`config.mk`:
```
export PLATFORM = sky130hd
export DESIGN_NAME = fetch_seq
export DESIGN_NICKNAME = d
export VERILOG_FILES = /design/src/rtl/fetch_seq.sv
export SDC_FILE = /design/constraint.sdc
export NUM_CORES = 1
export LEC_CHECK = 0
export BUFFER_PORTS_ARGS = -buffer_cell sky130_fd_sc_hd__buf_4
export CORE_UTILIZATION = 30
export CTS_CLUSTER_SIZE = 28
export DETAILED_ROUTE_END_ITERATION = 8
export PLACE_DENSITY_LB_ADDON = 0.12
export SYNTH_ARGS = -nofsm -noshare
export SYNTH_HDL_FRONTEND = slang
export SYNTH_SLANG_ARGS = --single-unit
```
`constraint.sdc`:
```
create_clock -name Clk -period 3.8 [get_ports Clk]
set_input_delay 0.38 -clock Clk [delete_from_list [all_inputs] [get_ports Clk]]
set_output_delay 0.38 -clock Clk [all_outputs]
set_load 0.02 [all_outputs]
```
`src/rtl/fetch_seq.sv`:
```
// Instruction-fetch sequencer: IDLE -> RUN -> DONE, with PC, branch counter and table lookup.
// Optional PC-relative branches are enabled by defining FETCH_SEQ_REL_BRANCH_EN.
module fetch_seq #(
  parameter int PC_width = 10,
  parameter int PC_START = 0
) (
  input  logic                Clk,
  input  logic                Reset,
  input  logic                start,
  input  logic                halt,
  input  logic                stall,
  input  logic                branch_en,
  input  logic [3:0]          branch_idx,
  input  logic                rel_mode,
  output logic [3:0]          lut_addr,
  input  logic [PC_width-1:0] lut_data,
  output logic [PC_width-1:0] pc,
  output logic                busy,
  output logic                done,
  output logic [7:0]          branch_cnt
);

  typedef enum logic [1:0] {
    IDLE = 2'd0,
    RUN  = 2'd1,
    DONE = 2'd2
  } state_t;

  localparam logic [PC_width-1:0] PC_INIT = PC_width'(PC_START);

  state_t              state_r;
  logic [PC_width-1:0] target_s;

  // The target table is combinational, so its index follows branch_idx directly.
  assign lut_addr = branch_idx;

`ifdef FETCH_SEQ_REL_BRANCH_EN
  // Branch target: relative adds the signed table value to pc, wrapping naturally.
  always_comb begin
    target_s = lut_data;
    if (rel_mode) begin
      target_s = pc + lut_data;
    end else begin
      target_s = lut_data;
    end
  end
`else
  logic unused_rel_s;
  assign unused_rel_s = rel_mode;

  // Branch target: all branches are absolute in this build.
  always_comb begin
    target_s = lut_data;
  end
`endif

  // Sequencer state, program counter, branch counter and registered status flags.
  always_ff @(posedge Clk or posedge Reset) begin
    if (Reset) begin
      state_r    <= IDLE;
      pc         <= PC_INIT;
      busy       <= 1'b0;
      done       <= 1'b0;
      branch_cnt <= 8'd0;
    end else begin
      case (state_r)
        IDLE: begin
          done <= 1'b0;
          if (start) begin
            state_r    <= RUN;
            pc         <= PC_INIT;
            branch_cnt <= 8'd0;
            busy       <= 1'b1;
          end else begin
            busy <= 1'b0;
          end
        end
        RUN: begin
          if (halt) begin
            state_r <= DONE;
            busy    <= 1'b0;
            done    <= 1'b1;
          end else if (stall) begin
            busy <= 1'b1;
          end else if (branch_en) begin
            pc <= target_s;
            if (branch_cnt != 8'd255) begin
              branch_cnt <= branch_cnt + 8'd1;
            end
          end else begin
            pc <= pc + PC_width'(1);
          end
        end
        DONE: begin
          state_r <= IDLE;
          busy    <= 1'b0;
          done    <= 1'b0;
        end
        default: begin
          state_r <= IDLE;
          busy    <= 1'b0;
          done    <= 1'b0;
        end
      endcase
    end
  end

endmodule

```
After elaboration in Yosys (flattened, before gate mapping) --
Index checks and enable logic that the tools add are counted. W data, S select, Z words.
Storage, ports and cells: latch bits 0, output and inout bits 24, memories 0, memory bits (read-only) 0, bits in registers 22, bits of input ports 21, bits in writable memories 0, word-level logic and storage cells 41
Operators by class: mux-type cells 20, div/mod/pow operators 0, order comparisons 0, add/sub/neg operators 2, $mul 0, bitwise operators 0, shift operators 0, equality and inequality tests 9, reduce and logical (&&, ||, !) cells 5
Operators by type and width (number):
- $mux W10 | 4
- $mux W8 | 5
- $pmux W10 S2 | 1
- $pmux W8 S2 | 1
- $ne A2 B2 Y1 const B | 6
- $add A10 B1 Y10 const B | 1
- $add A8 B1 Y8 const B | 1
- $ne A8 B8 Y1 const B | 1
- $reduce_and A6 Y1 | 1
- $mux W1 | 5
- $mux W2 | 2
- $pmux W2 S2 | 1
- $reduce_and A4 Y1 | 1
- $ne A3 B3 Y1 const B | 1
- $eq A2 B1 Y1 const B | 1
- $logic_not A2 Y1 | 1
- $pmux W1 S2 | 1
- $reduce_and A2 Y1 | 1
- $reduce_bool A2 Y1 | 1

Logic depth before layout (Yosys ltp) --
Gate-level depths: netlist of the first run.
depth after elaboration 6, depth in mapped cells 5, depth with buffers taken out 5

Worst setup path after synthesis of the first run --
No wires, ideal clock.
path kind register to register, from register branch_cnt[0], to register branch_cnt[3], stages on the path, launching flop included 6, period minus slack after synthesis 1.639 ns, path slack 2.161 ns, library setup time 0.143 ns, data required time 3.657 ns, path buffers 0, arrival 1.495 ns, path through dfrtp_1 ha_1 nand4_1 o211a_1 a41oi_1 a31oi_1
On the way: longest elaborated chain between the ends 6, elaborated cells between the ends (all ways) 9, those cells by class add/sub: 1; eq/ne: 2; mux: 5; reduce/logical: 1
Ends and longest elaborated chain:
- start, declared | RTL line 20 | output logic [7:0] branch_cnt
- start signal, assigned | RTL line 88 | branch_cnt <= branch_cnt + 8'd1;
- $add A8 B1 Y8 | RTL line 88
- $mux W8 | RTL line 87 | if (branch_cnt != 8'd255) begin
- $mux W8 | RTL line 85 | end else if (branch_en) begin
- $mux W8 | RTL line 83 | end else if (stall) begin
- $mux W8 | RTL line 79 | if (halt) begin
- $pmux W8 S2 | RTL line 66 | case (state_r)
Parallel ways exist; a longest one is shown, timed or not. The select of a mux whose other input is x is not followed. A chain may end at the register's enable or synchronous reset.

Worst setup path after layout of the first run --
from register state_r[1], to register branch_cnt[3]
On the way: longest elaborated chain between the ends 3, elaborated cells between the ends (all ways) 10, those cells by class eq/ne: 6; mux: 1; reduce/logical: 3
Ends and longest elaborated chain:
- start, declared | RTL line 31 | state_t state_r;
- start signal, assigned | RTL line 60 | state_r <= IDLE;
- start signal, assigned | RTL line 70 | state_r <= RUN;
- start signal, assigned | RTL line 80 | state_r <= DONE;
- $eq A2 B1 Y1 / $logic_not A2 Y1 (equally long branches) | RTL line 66
- $ne A2 B2 Y1 (no source line) / $reduce_bool A2 Y1 (equally long branches)
- $reduce_and A6 Y1 (no source line)
Parallel ways exist; a longest one is shown, timed or not.

==> qor.csv, run 1 <==
metric;value;unit
sequential area share after synthesis;0.430;
DRT Pass-1 Iters;4;
worst reg-to-reg path cell count;4;
Layout Nets;192;
Post-CTS Resized;0;
Netlist cell types;40;
mux cell area share after synthesis;0.0156;
average cell area after synthesis;9.35;sq um
largest area contributor in the netlist;dfrtp_1;
post-CTS setup buffers;0;
commonest non-fill, non-tap cells in the layout;buf_4 (35), dfrtp_1 (22), nand2_1 (14), o21ai_0 (13), a21oi_1 (10);
top cells by area, synth;dfrtp_1 (43%), o21ai_0 (5.1%), nand2_1 (4.1%), o2bb2ai_1 (4.1%), a21oi_1 (3.9%);
syn nets;160;
clock latency at the later pin of the worst-skew pair;260;ps
multi-input logic area;658;sq um
DRT antenna net count;0;
Die X;67.4;um
WP data arrival;1990;ps
Top Family by Delay on Critical Path;simple AND/OR/NAND/NOR gates;
Cell Pwr Density;427;nW/um^2
ys async rst share;1.00;
pin count of the biggest net entering global routing;23;
GRT Overall Usage;0.152;
Reg clk slew, reported paths;80;ps
Levels on crit path;4;
Syn. warnings;0;
DP HPWL;2280;um
mapped cell area;1280;sq um
final instance area;1590;sq um
Final min period;1850;ps
die area;4540;sq um
sequential cell area;551;sq um
reg2reg setup slack;1950;ps
CTS tree;built;
height of the chip;67.4;um
Setup-failing EPs final;0;
WP data required;3930;ps
Final Hold Fails;0;
CP max stage delay;680;ps
Vias;1148;
peak supply drop;237;uV
worst flop-to-flop path startpoint;state_r[1];
Fin Hold WS;311;ps
GP Congestion;0.705;
gate count after technology mapping;137;
io pins;45;
Crit-path slowest cell;or4b_4;
Util after Layout;0.393;
predominant post-synthesis flop cell;dfrtp_1;
placed cell areas;1550;sq um
# port buffers;35;
critical path launch point type;register;
Max transition margin;0.404;
P_leak;0.679;nW
gr ovfl total;0;
status;complete, no violations;
Compound-Gate Fraction of Synth Area;0.269;
H-tree level count;1;
RSZ-0062 raised after global routing;false;
initial antenna violation count;0;
total clock sinks;22;
CP startpoint;state_r[1];
EDFF count, synth;0;
number of vias per cell;5.29;
setup TNS;0;ps
vias in the first global route;1097;
Setup CP Type;reg2reg;
fmax;539;MHz
wirelength, routed;3150;um
Final Max Tran Viols;0;
synthesized flop and latch total;22;
post-synthesis adder-cell area fraction;0.0195;
Buf/Inv on CP;0;
largest family of logic cells by synthesized area;compound AO/OA/AOI/OAI gates;
clk_skew;1.21;ps
CTS root buf;clkbuf_8;
total core area;4060;sq um
n_diodes;0;
Worst Hold Class;in2async;
Post-Synth XOR/XNOR Area;0.00684;
number of cell rows;23;
Synth Area in Simple Gates;0.203;
worst slew pin tran;893;ps
Worst Setup End Kind;register;
Post-CTS Hold Fix Bufs;0;
share of post-route cells with drive strength above 1;0.269;
max_cap viols;0;
initial drt markers;69;
area grow syn2layout;24.4;%
most common cell after layout, fill and taps aside;buf_4;
first-pass GRT wire length;5160;um
fillcell total;419;
final period utilization;0.488;
CP Max Fanout;11;
Synth top area share;0.430;
crit path cell chain;or4b_4 -> o21a_2 -> a21oi_4 -> a31oi_1;
CTS buffer count;3;
Starting Density;0.316;
routed len/inst;14.5;um
DR DRC count;0;
maximum buffer depth of the clock tree;2;
[path summary, 6_finish.rpt]
kind | to
max | branch_cnt[3]
min reg2reg | done
max reg2reg | branch_cnt[3]
min | pc[7]
max in group asynchronous | state_r[1]
min in group Clk | done
[flip-flops by register name (all words and copies together), names as in the netlist]
name and flops:
pc 10, branch_cnt 8, state_r 2, busy 1
done 1
[per-layer routing]
layer  GRT usage  vias to the layer above  routed length [um]
li1            -                      570                   -
met3      0.0355                        2                 153
met2       0.253                       31                1490
met5           0                        -                   0
met4      0.0319                        0                  17
met1       0.200                      545                1500
[cell usage after synthesis (3+ instances only)]
master / instances
dfrtp_1: 22
inv_1: 5
nor3_1: 3
buf_4: 4
nor4_1: 3
o2bb2ai_1: 6
nand2b_1: 3
a31oi_1: 5
nor2_1: 8
nand4_1: 3
nand2_1: 14
nand3_1: 6
a21oi_1: 10
o21ai_0: 13
[worst register-to-register path, stage by stage (launching register included)]
cell and delay [ps]:
dfrtp_1 480, or4b_4 680, o21a_2 210, a21oi_4 240, a31oi_1 120
[power breakdown]
part / internal (mW) / switching [mW]
registers: 0.268 / 0.0494
clock network: 0.0706 / 0.0719
logic: 0.0976 / 0.124
[cells by family (layout without fill, tap and decap cells)]
logic type                 count (synthesis)  in the layout
adders and majority gates                  2              2
and+or+nand+nor                           47             47
xor gates and xnor gates                   1              1
muxes                                      2              2
DFF                                       22             22
AOI/OAI and AO/OA                         50             50
buffers and inverters                     13             43
[through the flow]
stage	setup WS, ps	total power, mW	cells
3_3_place_gp	1960	0.540	214
5_1_grt	1830	0.731	217
3_5_place_dp	1940	0.545	214
6_report	1950	0.681	217
4_1_cts	1940	0.692	217
2_1_floorplan	2160	0.460	137
[layout make-up]
cell class / count / share of cell area
clock buffers: 3 / 0.0259
inverters: 5 / 0.0118
multi-input cells: 102 / 0.413
repair buffers: 35 / 0.165
well taps: 50 / 0.0392
flip-flops and latches: 22 / 0.345
Power figures use the tool's default switching activity.
==> inputs of run 2 (changes only) <==
clock period = 1.6 ns   (was 3.8 ns; I/O delays follow)
==> run 2 against run 1 <==
  * The flow now finishes with violations (setup timing)
  * Clock power increased by 140%
  * Count of clock-buffer cells in the layout is the same
  * Non-clock buffer count increased by 21
  * Power rose to 2.6 times the previous value
  * Clock skew hardly changed
  * Register-to-register slack worse by 1900 ps
  * Combinational power increased to 3.0 times the previous value
  * Sequential power increased by 130%
  * Wire length grew 9.1%
  * Sequential share of layout area down 3.8 points
  * Global-route usage rose by 1.5 points
  * Largest cell class unchanged
  * Largest power group unchanged
==> qor.csv, run 2 (same netlist as run 1, synthesis figures left out) <==
metric;value;unit;change
status;finished with violations;;
failing checks;setup timing;;
pin count of the biggest net entering global routing;23;;unchanged
Final Max Tran Viols;0;;unchanged
GRT Overall Usage;0.167;;+0.0148
final period utilization;1.00;;+0.514
min-delay src;halt;;
Cell Pwr Density;968;nW/um^2;+130%
RSZ-0062 raised after global routing;true;;
Worst Setup End Kind;register;;
largest registers;pc (10), branch_cnt (8), state_r (2);;
CP max stage delay;410;ps;-270 ps
max reg flops;10;;unchanged
WP data arrival;1790;ps;-200 ps
DRT antenna net count;0;;unchanged
wirelength, routed;3440;um;+9.1%
DR DRC count;0;;unchanged
die area;4540;sq um;unchanged
commonest non-fill, non-tap cells in the layout;buf_4 (54), dfrtp_1 (20), nand2_1 (13), a21oi_1 (10);;
CTS buffer count;3;;unchanged
initial antenna violation count;0;;unchanged
worst flop-to-flop path startpoint;state_r[1];;
P_leak;0.788;nW;+16%
Worst Hold Class;in2reg;;
R2R Path End;branch_cnt[6];;
Crit-path slowest cell;dfrtp_1;;
DP HPWL;2490;um;+8.8%
height of the chip;67.4;um;unchanged
peak supply drop;743;uV;+210%
worst slew pin tran;360;ps;-532 ps
routed len/inst;14.5;um;-0.53%
vias in the first global route;1165;;+6.2%
Setup CP Type;reg2reg;;
CTS root buf;clkbuf_8;;
Reg clk slew, reported paths;80;ps;about the same
CP Max Fanout;3;;-8
fmax;624;MHz;+16%
worst hold stages;2;;
io pins;45;;unchanged
critical path launch point type;register;;
Vias;1249;;+8.8%
total clock sinks;22;;unchanged
WP data required;1790;ps;-2140 ps
maximum buffer depth of the clock tree;2;;unchanged
Max transition margin;0.760;;+0.356
H-tree level count;1;;unchanged
CTS tree;built;;
area grow syn2layout;40.2;%;
number of cell rows;23;;unchanged
share of post-route cells with drive strength above 1;0.383;;+0.114
reg2reg setup slack;-3;ps;-1950 ps
Layout Nets;213;;+11%
clock latency at the later pin of the worst-skew pair;260;ps;about the same
initial drt markers;65;;-5.8%
Final min period;1600;ps;-251 ps
total core area;4060;sq um;unchanged
crit path cell chain;buf_6 -> nor4b_4 -> o211ai_1 -> o41a_1 -> o21ai_1;;
Final Hold Fails;0;;unchanged
Setup-failing EPs final;2;;+2
clk_skew;1.10;ps;-0.102 ps
WHS Endpoint;done;;
max_cap viols;0;;unchanged
Util after Layout;0.443;;+0.0500
PnR worst setup slack;-3.10;ps;-1950 ps
Fin Hold WS;161;ps;-149 ps
first-pass GRT wire length;5650;um;+9.5%
gr ovfl total;0;;unchanged
GP Congestion;0.794;;+13%
DRT Pass-1 Iters;4;;unchanged
most common cell after layout, fill and taps aside;buf_4;;
number of vias per cell;5.25;;-0.80%
Die X;67.4;um;unchanged
Starting Density;0.316;;unchanged
n_diodes;0;;unchanged
# port buffers;35;;unchanged
worst reg-to-reg path cell count;5;;+1
Biggest register;pc;;
run 2: changes by cell type in the layout (fill, tap and decap cells not counted), sizes merged:
cell / change
buf: +20
dlygate4sd3: +1
run 2: per-layer routing:
metal | up-vias | track usage | routed length (um)
li1 | 615 | - | -
met1 | 597 | 0.228 | 1580
met2 | 35 | 0.269 | 1660
met3 | 2 | 0.0422 | 185
met4 | 0 | 0.0266 | 14
met5 | - | 0 | 0
run 2: metrics by stage:
stage	instances	instance area (sq um)	power [mW]	TNS, ps	setup slack [ps]
final	238	1800	1.74	-4.65	-3.10
after global routing	238	1800	1.85	-499	-91.8
after CTS	235	1750	1.73	0	24.1
after detailed placement	231	1680	1.37	-59.4	-15.0
after global placement	231	1680	1.36	0	10.1
after floorplan	137	1280	1.09	0	10.3
run 2: worst max path at each step:
stage	from	endpoint	cells past startpoint	slack (ps)
after floorplan	state_r[1]	branch_cnt[3]	4	10
after global placement	state_r[1]	branch_cnt[7]	4	10
after detailed placement	state_r[1]	branch_cnt[2]	4	-20
after CTS	branch_cnt[1]	branch_cnt[2]	5	20
after global routing	state_r[1]	branch_cnt[6]	5	-90
final	state_r[1]	branch_cnt[6]	5	-3
run 2: cell type report:
| type | instances | area [sq um] |
|---|---|---|
| Clock buffer | 3 | 41.3 |
| Fill cell | 413 | 2260 |
| Inverter | 5 | 18.8 |
| Multi-Input combinational cell | 102 | 694 |
| Sequential cell | 22 | 553 |
| Tap cell | 50 | 62.6 |
| Timing Repair Buffer | 56 | 427 |
run 2: what timing repair did:
action                     CTS  global route
hold endpoints to repair    22             0
gates resized for setup      2            11
gates cloned                 0             0
setup buffers                0             3
pin swaps                    2            10
hold buffers                 1             0
setup endpoints to repair    7            14
run 2: power breakdown:
group	switching (mW)	internal [mW]	total, mW
Sequential	0.0885	0.638	0.726
Combinational	0.351	0.318	0.670
Clock	0.176	0.168	0.344
Total	0.616	1.12	1.74
run 2: worst max-delay path, delay by kind of cell, from the launching register on:
family	cells	cell delay, ps
simple gates	1	340
buf+inv	1	130
flops	1	410
compound gates	3	650
==> inputs of run 3 (changes only) <==
SKIP_CTS_REPAIR_TIMING = 1   (was not set)
==> run 3 against run 2 <==
  * Die area unchanged
  * Final area shrank 1.3%
  * The flow now finishes without violations
  * Power fell by 0.70%
  * Combinational power shrank 2%
  * Sequential share of layout area increased by 0.41 points
  * Critical path type unchanged
  * Worst hold slack hardly changed
  * Setup slack improved by 40 ps
  * Global-route usage hardly changed
  * Critical path depth fell by 1
==> qor.csv, run 3 (same netlist as run 1, synthesis figures left out) <==
metric;value;unit;change
min-delay src;halt;;
Final Non-Filler Cells;238;;unchanged
worst reg-to-reg path cell count;4;;-1
final period utilization;0.977;;-0.0252
max_cap viols;0;;unchanged
CP Max Fanout;8;;+5
R2R Path End;branch_cnt[7];;
initial drt markers;42;;-35%
setup TNS;0;ps;+4.65 ps
DRT antenna net count;0;;unchanged
end point of the critical path;branch_cnt[7];;
Reg clk slew, reported paths;80;ps;about the same
initial antenna violation count;0;;unchanged
GP Congestion;0.794;;unchanged
maximum buffer depth of the clock tree;2;;unchanged
worst slew pin tran;370;ps;+9.19 ps
routed len/inst;14.4;um;-0.58%
first-pass GRT wire length;5630;um;-0.37%
CP startpoint;state_r[1];;
Worst Setup End Kind;register;;
vias in the first global route;1166;;+0.086%
Design Power;1.73;mW;-0.70%
reg2reg setup slack;40;ps;+40 ps
total clock sinks;22;;unchanged
CTS buffer count;3;;unchanged
DP HPWL;2490;um;unchanged
placed instance count;231;;unchanged
number of vias per cell;5.26;;+0.24%
pin count of the biggest net entering global routing;23;;unchanged
die area;4540;sq um;unchanged
worst flop-to-flop path startpoint;state_r[1];;
wirelength, routed;3420;um;-0.58%
Vias;1252;;+0.24%
Util after Layout;0.437;;-0.00586
Starting Density;0.316;;unchanged
Final Hold Fails;0;;unchanged
H-tree level count;1;;unchanged
clk_skew;1.91;ps;+0.805 ps
fmax;640;MHz;+2.6%
io pins;45;;unchanged
critical path launch point type;register;;
peak supply drop;723;uV;-2.7%
DRT Pass-1 Iters;4;;unchanged
Worst Hold Class;in2reg;;
gr ovfl total;0;;unchanged
height of the chip;67.4;um;unchanged
Final min period;1560;ps;-40.3 ps
number of cell rows;23;;unchanged
max reg flops;10;;unchanged
DR DRC count;0;;unchanged
# port buffers;35;;unchanged
status;complete, no violations;;
n_diodes;0;;unchanged
Setup-failing EPs final;0;;-2
Fin Hold WS;162;ps;+0.332 ps
area grow syn2layout;38.4;%;
Setup CP Type;reg2reg;;
commonest non-fill, non-tap cells in the layout;buf_4 (55), dfrtp_1 (20), nand2_1 (13), a21oi_1 (10);;
GRT Overall Usage;0.167;;-0.000356
share of post-route cells with drive strength above 1;0.367;;-0.0160
Layout Nets;213;;unchanged
CTS root buf;clkbuf_8;;
Die X;67.4;um;unchanged
Final Max Tran Viols;0;;unchanged
total core area;4060;sq um;unchanged
Cell Pwr Density;975;nW/um^2;+0.64%
Biggest register;pc;;
largest registers;pc (10), branch_cnt (8), state_r (2);;
most common cell after layout, fill and taps aside;buf_4;;
CTS tree;built;;
RSZ-0062 raised after global routing;true;;
WP data required;1730;ps;-60 ps
clock latency at the later pin of the worst-skew pair;260;ps;about the same
Max transition margin;0.754;;-0.00613
P_leak;0.777;nW;-1.4%
WP data arrival;1690;ps;-100 ps
run 3: cell count changes in the layout (fill, tap and decap cells not counted):
cell       previous run  this run
o21ai_1               6         8
buf_4                54        55
buf_6                 1         0
nand2_2               0         1
nand2_4               1         0
nor3_1                2         3
nor3_2                1         0
o21ai_0               8         7
o21ai_2               2         1
o2bb2ai_1             5         6
o2bb2ai_2             1         0
run 3: through the flow:
stage               worst slack [ps]  instance area [sq um]
floorplan                       10.3                   1280
detailed placement             -15.0                   1680
global route                   -56.7                   1770
CTS                            -25.3                   1720
finish                          37.2                   1770
global placement                10.1                   1680
run 3: layout make-up:
type,instances,area [sq um]
clock buffer,3,41.3
fill,410,2280
inverter,5,18.8
multi-input combinational,102,674
sequential,22,553
tap,50,62.6
timing repair buffer,56,423
run 3: worst min path at each step:
stage / endpoint / slack (ps) / cells after the start
3_3_place_gp: done / 230 / 3
6_report: done / 160 / 2
2_1_floorplan: branch_cnt[2] / 150 / 1
3_5_place_dp: done / 240 / 3
5_1_grt: done / 160 / 2
4_1_cts: done / -50 / 3
run 3: worst max-delay path, cell delays in order, from the launching register on:
cell and delay (ps):
dfrtp_1 400, or4b_4 530, o21a_4 150, a21oi_4 240, a31oi_1 120
run 3: metal layers:
layer	vias to the layer above	wire (um)	track usage
met5	-	0	0
met4	0	14	0.0266
met3	2	181	0.0422
met2	31	1610	0.269
met1	602	1620	0.227
li1	617	-	-
run 3: report_power, final:
group / internal, mW / switching (mW) / leakage [nW]
clock network: 0.168 / 0.178 / 0.0216
logic: 0.311 / 0.347 / 0.461
registers: 0.638 / 0.0867 / 0.295
